==> config.mk <==
export PLATFORM = sky130hd
export DESIGN_NAME = aes256_key_expand
export DESIGN_NICKNAME = d
export VERILOG_FILES = /design/src/rtl/aes256_key_expand.sv
export SDC_FILE = /design/constraint.sdc
export NUM_CORES = 2
export LEC_CHECK = 0
export BUFFER_PORTS_ARGS = -buffer_cell sky130_fd_sc_hd__buf_2
export CORE_MARGIN = 2
export CORE_UTILIZATION = 40
export CTS_BUF_LIST = sky130_fd_sc_hd__clkbuf_4
export DETAILED_ROUTE_END_ITERATION = 7
export GPL_TIMING_DRIVEN = 0
export HOLD_SLACK_MARGIN = 0.1
export PLACE_DENSITY = 0.53
export SYNTH_ARGS = -nofsm -noshare
export SYNTH_HDL_FRONTEND = slang
export SYNTH_HIERARCHICAL = 1
export SYNTH_SLANG_ARGS = --single-unit
export TNS_END_PERCENT = 1
==> constraint.sdc <==
create_clock -name clk -period 20.8 [get_ports clk]
set_clock_uncertainty 0.2 [all_clocks]
set_input_delay 4.16 -clock clk [delete_from_list [all_inputs] [get_ports clk]]
set_output_delay 4.16 -clock clk [all_outputs]
set_load 0.01 [all_outputs]
==> src/rtl/aes256_key_expand.sv <==
// Iterative AES-256 key schedule: streams round keys RK0..RK14 over valid/ready,
// computing one 128-bit round key per accepted beat from a two-key window.

module sbox (
  input  logic [7:0] a,
  output logic [7:0] c
);

  function automatic logic [7:0] gmul(input logic [7:0] x, input logic [7:0] y);
    logic [7:0] p;
    logic [7:0] s;
    p = 8'h00;
    s = x;
    for (int i = 0; i < 8; i++) begin
      if (y[i]) p = p ^ s;
      s = {s[6:0], 1'b0} ^ (s[7] ? 8'h1b : 8'h00);
    end
    return p;
  endfunction

  // Multiplicative inverse as x^254 (maps 0 to 0), followed by the affine map
  function automatic logic [7:0] ginv(input logic [7:0] x);
    logic [7:0] r;
    logic [7:0] sq;
    r  = 8'h01;
    sq = x;
    for (int i = 1; i < 8; i++) begin
      sq = gmul(sq, sq);
      r  = gmul(r, sq);
    end
    return r;
  endfunction

  logic [7:0] b;

  always_comb begin
    b = ginv(a);
    c = b ^ {b[6:0], b[7]} ^ {b[5:0], b[7:6]} ^ {b[4:0], b[7:5]} ^ {b[3:0], b[7:4]} ^ 8'h63;
  end

endmodule

module aes256_key_expand (
  input  logic         clk,
  input  logic         rst,
  input  logic [255:0] key,
  input  logic         start,
  output logic         ready,
  output logic         rk_valid,
  input  logic         rk_ready,
  output logic [3:0]   rk_index,
  output logic [127:0] rk_data,
  output logic         done
);

  typedef enum logic {IDLE, GEN} state_t;

  state_t       state;
  logic [127:0] prev;
  logic [127:0] cur;
  logic [7:0]   rcon;
  logic [31:0]  last_word;
  logic [31:0]  sub_in;
  logic [31:0]  sub_out;
  logic [31:0]  t;
  logic [31:0]  n0, n1, n2, n3;
  logic         even_next;
  logic         fire;

  assign ready = (state == IDLE);
  assign fire  = rk_valid && rk_ready;

  // The key being generated is RK(index+1); it is even when the current index is odd
  assign even_next = rk_index[0];
  assign last_word = cur[31:0];
  assign sub_in    = even_next ? {last_word[23:0], last_word[31:24]} : last_word;

  sbox u_sbox0 (.a(sub_in[31:24]), .c(sub_out[31:24]));
  sbox u_sbox1 (.a(sub_in[23:16]), .c(sub_out[23:16]));
  sbox u_sbox2 (.a(sub_in[15:8]),  .c(sub_out[15:8]));
  sbox u_sbox3 (.a(sub_in[7:0]),   .c(sub_out[7:0]));

  assign t  = even_next ? (sub_out ^ {rcon, 24'h000000}) : sub_out;
  assign n0 = prev[127:96] ^ t;
  assign n1 = prev[95:64]  ^ n0;
  assign n2 = prev[63:32]  ^ n1;
  assign n3 = prev[31:0]   ^ n2;

  // prev/cur hold the window {RK(k-1), RK(k)} once k >= 1; RK0/RK1 come straight from the key
  always_ff @(posedge clk or posedge rst) begin
    if (rst) begin
      state    <= IDLE;
      prev     <= '0;
      cur      <= '0;
      rcon     <= 8'h01;
      rk_index <= 4'd0;
      rk_data  <= '0;
      rk_valid <= 1'b0;
      done     <= 1'b0;
    end else begin
      done <= 1'b0;
      case (state)
        IDLE: begin
          if (start) begin
            prev     <= key[255:128];
            cur      <= key[127:0];
            rk_data  <= key[255:128];
            rk_index <= 4'd0;
            rcon     <= 8'h01;
            rk_valid <= 1'b1;
            state    <= GEN;
          end
        end
        GEN: begin
          if (fire) begin
            if (rk_index == 4'd14) begin
              rk_valid <= 1'b0;
              done     <= 1'b1;
              state    <= IDLE;
            end else if (rk_index == 4'd0) begin
              rk_data  <= cur;
              rk_index <= 4'd1;
            end else begin
              rk_data  <= {n0, n1, n2, n3};
              prev     <= cur;
              cur      <= {n0, n1, n2, n3};
              rk_index <= rk_index + 4'd1;
              if (even_next) rcon <= {rcon[6:0], 1'b0} ^ (rcon[7] ? 8'h1b : 8'h00);
            end
          end
        end
        default: state <= IDLE;
      endcase
    end
  end

endmodule

# Word-level counts from Yosys, hierarchy flattened
# Cells that the tools add are included.
[word_totals]
inputBits = 260
elab_cells = 1653
out_inout_bits = 135
reg_bits = 399
[op_classes]
bitwise_logic = 783
n_reduce_logical = 6
n_addsub = 1
n_mux = 848
eq_ne = 7
[op_table]
columns = ["op", "n"]
rows = [
  ["$xor A8 B8 Y8", 744],
  ["$mux W8", 425],
  ["$mux W5", 369],
  ["$mux W128", 8],
  ["$pmux W128 S2", 3],
  ["$xor A32 B32 Y32", 5],
  ["$mux W32", 2],
  ["$mux W4", 8],
  ["$mux W7", 4],
  ["$not A1 Y1 const A", 28],
  ["$mux W6", 4],
  ["$not A4 Y4", 4],
  ["$pmux W8 S2", 1],
  ["$mux W1", 13],
  ["$mux W3", 4],
  ["$mux W2", 4],
  ["$ne A2 B2 Y1 const B", 4],
  ["$pmux W4 S2", 1],
  ["$xor A8 B5 Y8", 1],
  ["$reduce_and A3 Y1", 2],
  ["$reduce_and A5 Y1", 1],
  ["$add A4 B1 Y4 const B", 1],
  ["$eq A4 B4 Y1 const B", 1],
  ["$logic_not A4 Y1", 1],
  ["other kinds (5)", 7],
]

# Logic depth before layout (Yosys ltp)
[depth]
word_depth = 143
ltp_mapped = 68
depth_no_buf = 56

# Hierarchy
# Netlist, hierarchy kept.
[modules_own_cells]
columns = ["module", "cells_per_inst", "area_each_um2", "n_inst", "seq_area_each_um2"]
rows = [
  ["sbox", 1942, 15220.8, 4, 0.0],
  ["aes256_key_expand", 2184, 20807.5, 1, 9985.8],
]

# Worst setup path before layout
# No wires, ideal clock.
[synth_timing]
kind = "register -> register"
start = "register rk_index[0]"
end = "register rk_data[27]"
setup_time_ns = 0.128
n_path_buf = 8
t_required_ns = 20.472
path_slack_ns = 3.926
arrival_time_ns = 16.546
stages_incl_launch_ff = 64
period_less_slack_ns = 16.874
cell_sequence = "dfrtp_1 > buf_2 > buf_2 > buf_1 > mux2_2 > ha_1 > nand2_1 > xor2_1 > inv_2 > buf_1 > clkbuf_1 > ha_1 > buf_1 > nand2_1 > xor2_1 > xnor2_1 > clkinv_1 > buf_1 > [28 not listed] > nand3_1 > a311o_1 > o211ai_2 > o21ai_1 > xnor2_4 > xnor3_1 > xnor2_1 > mux2i_1 > a21oi_1 > xnor3_1 > xnor3_2 > xnor3_1 > xor3_1 > xnor2_1 > xnor3_1 > xnor2_2 > mux2i_1 > o21ai_1"
[synth_between]
elab_chain_cells = 139
elab_cells_between_ends = 404
classes_between = "eq/ne: 2; mux: 209; bitwise: 191; reduce/logical: 2"
[synth_lines]
columns = ["element", "line_no", "text"]
rows = [
  ["start: declaration", "51", "output logic [3:0] rk_index,"],
  ["start signal: assignment", "127", "rk_index <= rk_index + 4'd1;"],
  ["$mux W32 (*)", "76", "assign sub_in = even_next ? {last_word[23:0], last_word[31:24]} : last_word;"],
  ["via sub_in[24]", "63", "logic [31:0] sub_in;"],
  ["$mux W8", "15", "if (y[i]) p = p ^ s;"],
  ["$xor A8 B8 Y8", "15", ""],
  ["$mux W8", "15", ""],
  ["$xor A8 B8 Y8", "15", ""],
  ["$mux W8", "15", ""],
  ["$xor A8 B8 Y8", "15", ""],
  ["[122 not listed]", "-", ""],
  ["via sub_out[27]", "64", "logic [31:0] sub_out;"],
  ["[2 not listed]", "-", ""],
  ["$xor A32 B32 Y32 (*)", "84", "assign n0 = prev[127:96] ^ t;"],
  ["$xor A32 B32 Y32 (*)", "85", "assign n1 = prev[95:64] ^ n0;"],
  ["$xor A32 B32 Y32 (*)", "86", "assign n2 = prev[63:32] ^ n1;"],
  ["$xor A32 B32 Y32 (*)", "87", "assign n3 = prev[31:0] ^ n2;"],
  ["$mux W128 (*)", "-", ""],
  ["$mux W128 (*)", "116", "if (rk_index == 4'd14) begin"],
  ["$mux W128 (*)", "115", "if (fire) begin"],
  ["$pmux W128 S2 (*)", "102", "case (state)"],
  ["end signal: assignment", "107", "rk_data <= key[255:128];"],
  ["end signal: assignment", "121", "rk_data <= cur;"],
  ["end signal: assignment", "124", "rk_data <= {n0, n1, n2, n3};"],
  ["end: declaration", "52", "output logic [127:0] rk_data,"],
]
# The timed path passes the listed nets; every way through them passes the cells marked *. The select of a mux whose other input is x is not followed.
# A chain may end at the register's enable or synchronous reset.

# Worst setup path after layout
[layout_timing]
start = "register rk_index[0]"
end = "register cur[19]"
[layout_between]
elab_chain_cells = 139
elab_cells_between_ends = 404
classes_between = "eq/ne: 2; mux: 209; bitwise: 191; reduce/logical: 2"
[layout_lines]
columns = ["element", "line_no", "text"]
rows = [
  ["$mux W32 (*)", "76", ""],
  ["via sub_in[23]", "63", ""],
  ["$mux W5 / $mux W8 (equally long branches)", "16, 15", ""],
  ["$xor A8 B8 Y8 (on tied branches)", "16, 15", ""],
  ["$xor A8 B8 Y8 / $mux W8 (equally long branches)", "15", ""],
  ["$mux W8 / $xor A8 B8 Y8 (equally long branches)", "15", ""],
  ["$xor A8 B8 Y8 / $mux W8 (equally long branches)", "15", ""],
  ["$mux W8 / $xor A8 B8 Y8 (equally long branches)", "15", ""],
  ["[122 not listed]", "-", ""],
  ["via sub_out[19]", "64", ""],
  ["[1 not listed]", "-", ""],
  ["$mux W32 (*)", "83", "assign t = even_next ? (sub_out ^ {rcon, 24'h000000}) : sub_out;"],
  ["$xor A32 B32 Y32 (*)", "84", ""],
  ["$xor A32 B32 Y32 (*)", "85", ""],
  ["$xor A32 B32 Y32 (*)", "86", ""],
  ["$xor A32 B32 Y32 (*)", "87", ""],
  ["$mux W128 (*)", "120", "end else if (rk_index == 4'd0) begin"],
  ["$mux W128 (*) (2 in a row)", "-", ""],
  ["$pmux W128 S2 (*)", "102", ""],
  ["end signal: assignment", "106", "cur <= key[127:0];"],
  ["end signal: assignment", "126", "cur <= {n0, n1, n2, n3};"],
  ["end: declaration", "60", "logic [127:0] cur;"],
]
# Marks and branches as above.

==> reports/metrics.yaml <==
status: "finished, violations left"
failing_checks: "max-capacitance violations, max-slew violations"
synth-edff-count: 0
layout.filler_cells: 20431
cts_max_level: 3
yosys_warnings: 6
die-width_um: 456
most_used_cells_in_the_layout_excluding_fill_and_tap_cells: "xnor2_1, nor2_1, nand2_1, buf_2, a21oi_1"
path_class: "flop to flop"
hold_buffers: 0
most_used_dff_post_synth: "dfrtp_1"
die_height_um: 456
ys_async_sr_fraction_pct: 100
cp_most_frequent_cell: "xnor2_1"
max_slew.worst_pin.slew_ns: 1.55
cts-root-buf: "clkbuf_4"
finalWirelength_mm: 338
rsz0062_at_grt: "yes"
cp_max_delay_cell: "xnor2_2"
timing.critical_path.from_type: "flop"
dr_vias_cell: 5.89
cts.sink_count: 399
first_global_vias: 75316
syn-cell-area_sq_mm: 0.0817
largest_net_degree_at_the_start_of_global_routing: 122
syn_inst: 9952
fin_nets: 10761
place.detailed.instances: 13021
r2r_cells: 62
core_area_sq_mm: 0.203
final_max_slew_viol_count: 9
initial_core_util_pct: 40.3
worst_endpoint_data_arrival_time_ns: 20.67
end_kind: "flop"
hpwlAfterDp_mm: 265
clock_transition_at_path_regs_ns: 0.07
drive_above_1_share_pct: 16.0
grt_overflow: 0
synth_nets: 10243
instances_no_fill: 13248
clock_tree_from_tritoncts: "yes"
cts-buffers-inserted: 102
final.min_clock_period_ns: 19.96
maxCapViolations: 2
post_drt_wl_per_cell_um: 25.5
io_pins: 395
grt_first_pass_wirelength_mm: 501
rd_place_congestion: 0.989
placedInstanceArea_sq_mm: 0.0871
area.growth.synth_to_final_pct: 9.88
fin_area_sq_mm: 0.0898
slew-limit-headroom_pct: -3.62
placementRows: 165
port_buffers: 394
worstPathMaxFanout: 10
final-setup-viol-count: 0
fmaxAchievable_mhz: 50.1
global_route.usage.total_pct: 31.3
synth_cell_type_count: 122
initial_drt_markers: 7494
sequential_fraction_of_the_synthesis_area_pct: 12.2
min-delay-path-class: "flop to flop"
holdPathStages: 2
insertion_delay_ns: 1.03
die_area_sq_mm: 0.208
max-clock-path-buffers: 3
drt_first_pass_iters: 8
syn-mean-instance-area_sq_um: 8.21
yosys_register_bits: 399
cp_slowest_stage_delay_ns: 0.75
final_common_cell: "xnor2_1"
postRouteAntennaNets: 0
post-route-drc-count: 0
post-route-period-util_pct: 96.0
worst-endpoint-required_ns: 21.52
timing.hold.ws_ns: 0.286
vias: 78052
hold_viol: 0
number_of_antenna_violations_at_the_first_check_in_global_routing: 60
## per-stage QoR
step,setup WS [ns],utilization [%],TNS [ns]
2_1_floorplan,3.93,-,0
3_3_place_gp,-1.58,43.0,-231.24
3_5_place_dp,-1.57,43.0,-88.73
4_1_cts,-0.144,43.8,-0.459
5_1_grt,-0.0267,44.3,-0.0486
6_report,0.842,44.3,0
## final cells by class
cell class              count  area (sq um)  share of cell area [%]
multi-input cells        8751         69000                    76.9
flip-flops and latches    399          9990                    11.1
plain buffers             713          3590                    4.00
well taps                2672          3340                    3.72
repair buffers            414          2180                    2.43
clock buffers             143          1070                    1.20
inverters                  89           342                   0.381
clock inverters            29           160                   0.178
diodes                     38          95.1                   0.106
## final timing paths
path / startpoint / end / slack, ns
worst max-delay path: rk_index[0] / cur[19] / 0.84
worst min-delay path: rk_data[19] / rk_data[19] / 0.29
worst max register to register: rk_index[0] / cur[19] / 0.84
worst min register to register: rk_data[19] / rk_data[19] / 0.29
max in group asynchronous: rst / rk_data[18] / 16.29
min in group asynchronous: rst / cur[103] / 3.06
## synth_stat cells (52+ instances only)
cell / n / area (sq um)
xnor2_1: 1459 / 12800
nor2_1: 1204 / 4520
nand2_1: 1127 / 4230
a21oi_1: 479 / 2400
o21ai_0: 440 / 2200
dfrtp_1: 398 / 9960
xnor3_1: 387 / 8720
xor2_1: 359 / 3140
mux2i_1: 344 / 3440
clkbuf_1: 326 / 1220
nor3_1: 239 / 1200
o22ai_1: 235 / 1470
nand3_1: 210 / 1050
buf_2: 198 / 991
xnor2_2: 183 / 2980
o21ai_1: 156 / 781
nor2b_1: 109 / 682
a22oi_1: 103 / 773
a211oi_1: 101 / 758
nand2b_1: 97 / 607
mux2_2: 81 / 912
a31oi_1: 73 / 457
buf_1: 72 / 270
buf_4: 71 / 533
nand4_1: 57 / 357
and2_1: 54 / 338
inv_1: 52 / 195
xor3_1: 52 / 1240
## sequential cells by signal, indices dropped and copies added, names as in the netlist
register,cells
cur,128
prev,128
rcon,8
rk_data,128
done,1
rk_valid,1
state,1
rk_index,4
## worst max-delay path, delay by kind of cell, from the launching register on
family / cells / cell delay, ns
AND/OR/NAND/NOR: 11 / 1.93
AO/OA/AOI/OAI: 3 / 0.69
XOR/XNOR: 31 / 11.37
multiplexers: 3 / 0.97
buffers and inverters: 12 / 3.34
flip-flops: 1 / 0.44
adder cells (fa/ha/maj): 2 / 0.84
## kinds of logic (layout without fill, tap and decap cells)
kind of cell / Yosys count / after routing / synth area share (%)
flops: 399 / 399 / 12.2
simple gates: 3449 / 3449 / 19.1
compound gates: 2230 / 2230 / 18.0
mux: 437 / 437 / 5.61
buf+inv: 802 / 1388 / 4.74
fa+ha+maj: 35 / 35 / 0.524
xor+xnor: 2600 / 2600 / 39.8
other cells: 0 / 38 / 0
## repair_timing
| action | in CTS | in global routing |
|---|---|---|
| resized for setup | 40 | 166 |
| setup buffers | 0 | 17 |
| pin swaps | 2 | 4 |
| setup endpoints to repair | 194 | 256 |
## routing by layer
layer | up-vias | track usage (%) | part of all wire, % | routed length (um)
met1 | 38187 | 39.7 | 41 | 138000
met4 | 64 | 19.2 | 7.2 | 24300
li1 | 36045 | - | - | -
met5 | - | 0 | 0.12 | 421
met3 | 646 | 4.33 | 6.5 | 22000
met2 | 3110 | 50.2 | 45 | 153000
Power is left out: the tool's default activity adds up to more than one toggle a clock period on the data nets, which glitch-free logic cannot reach.
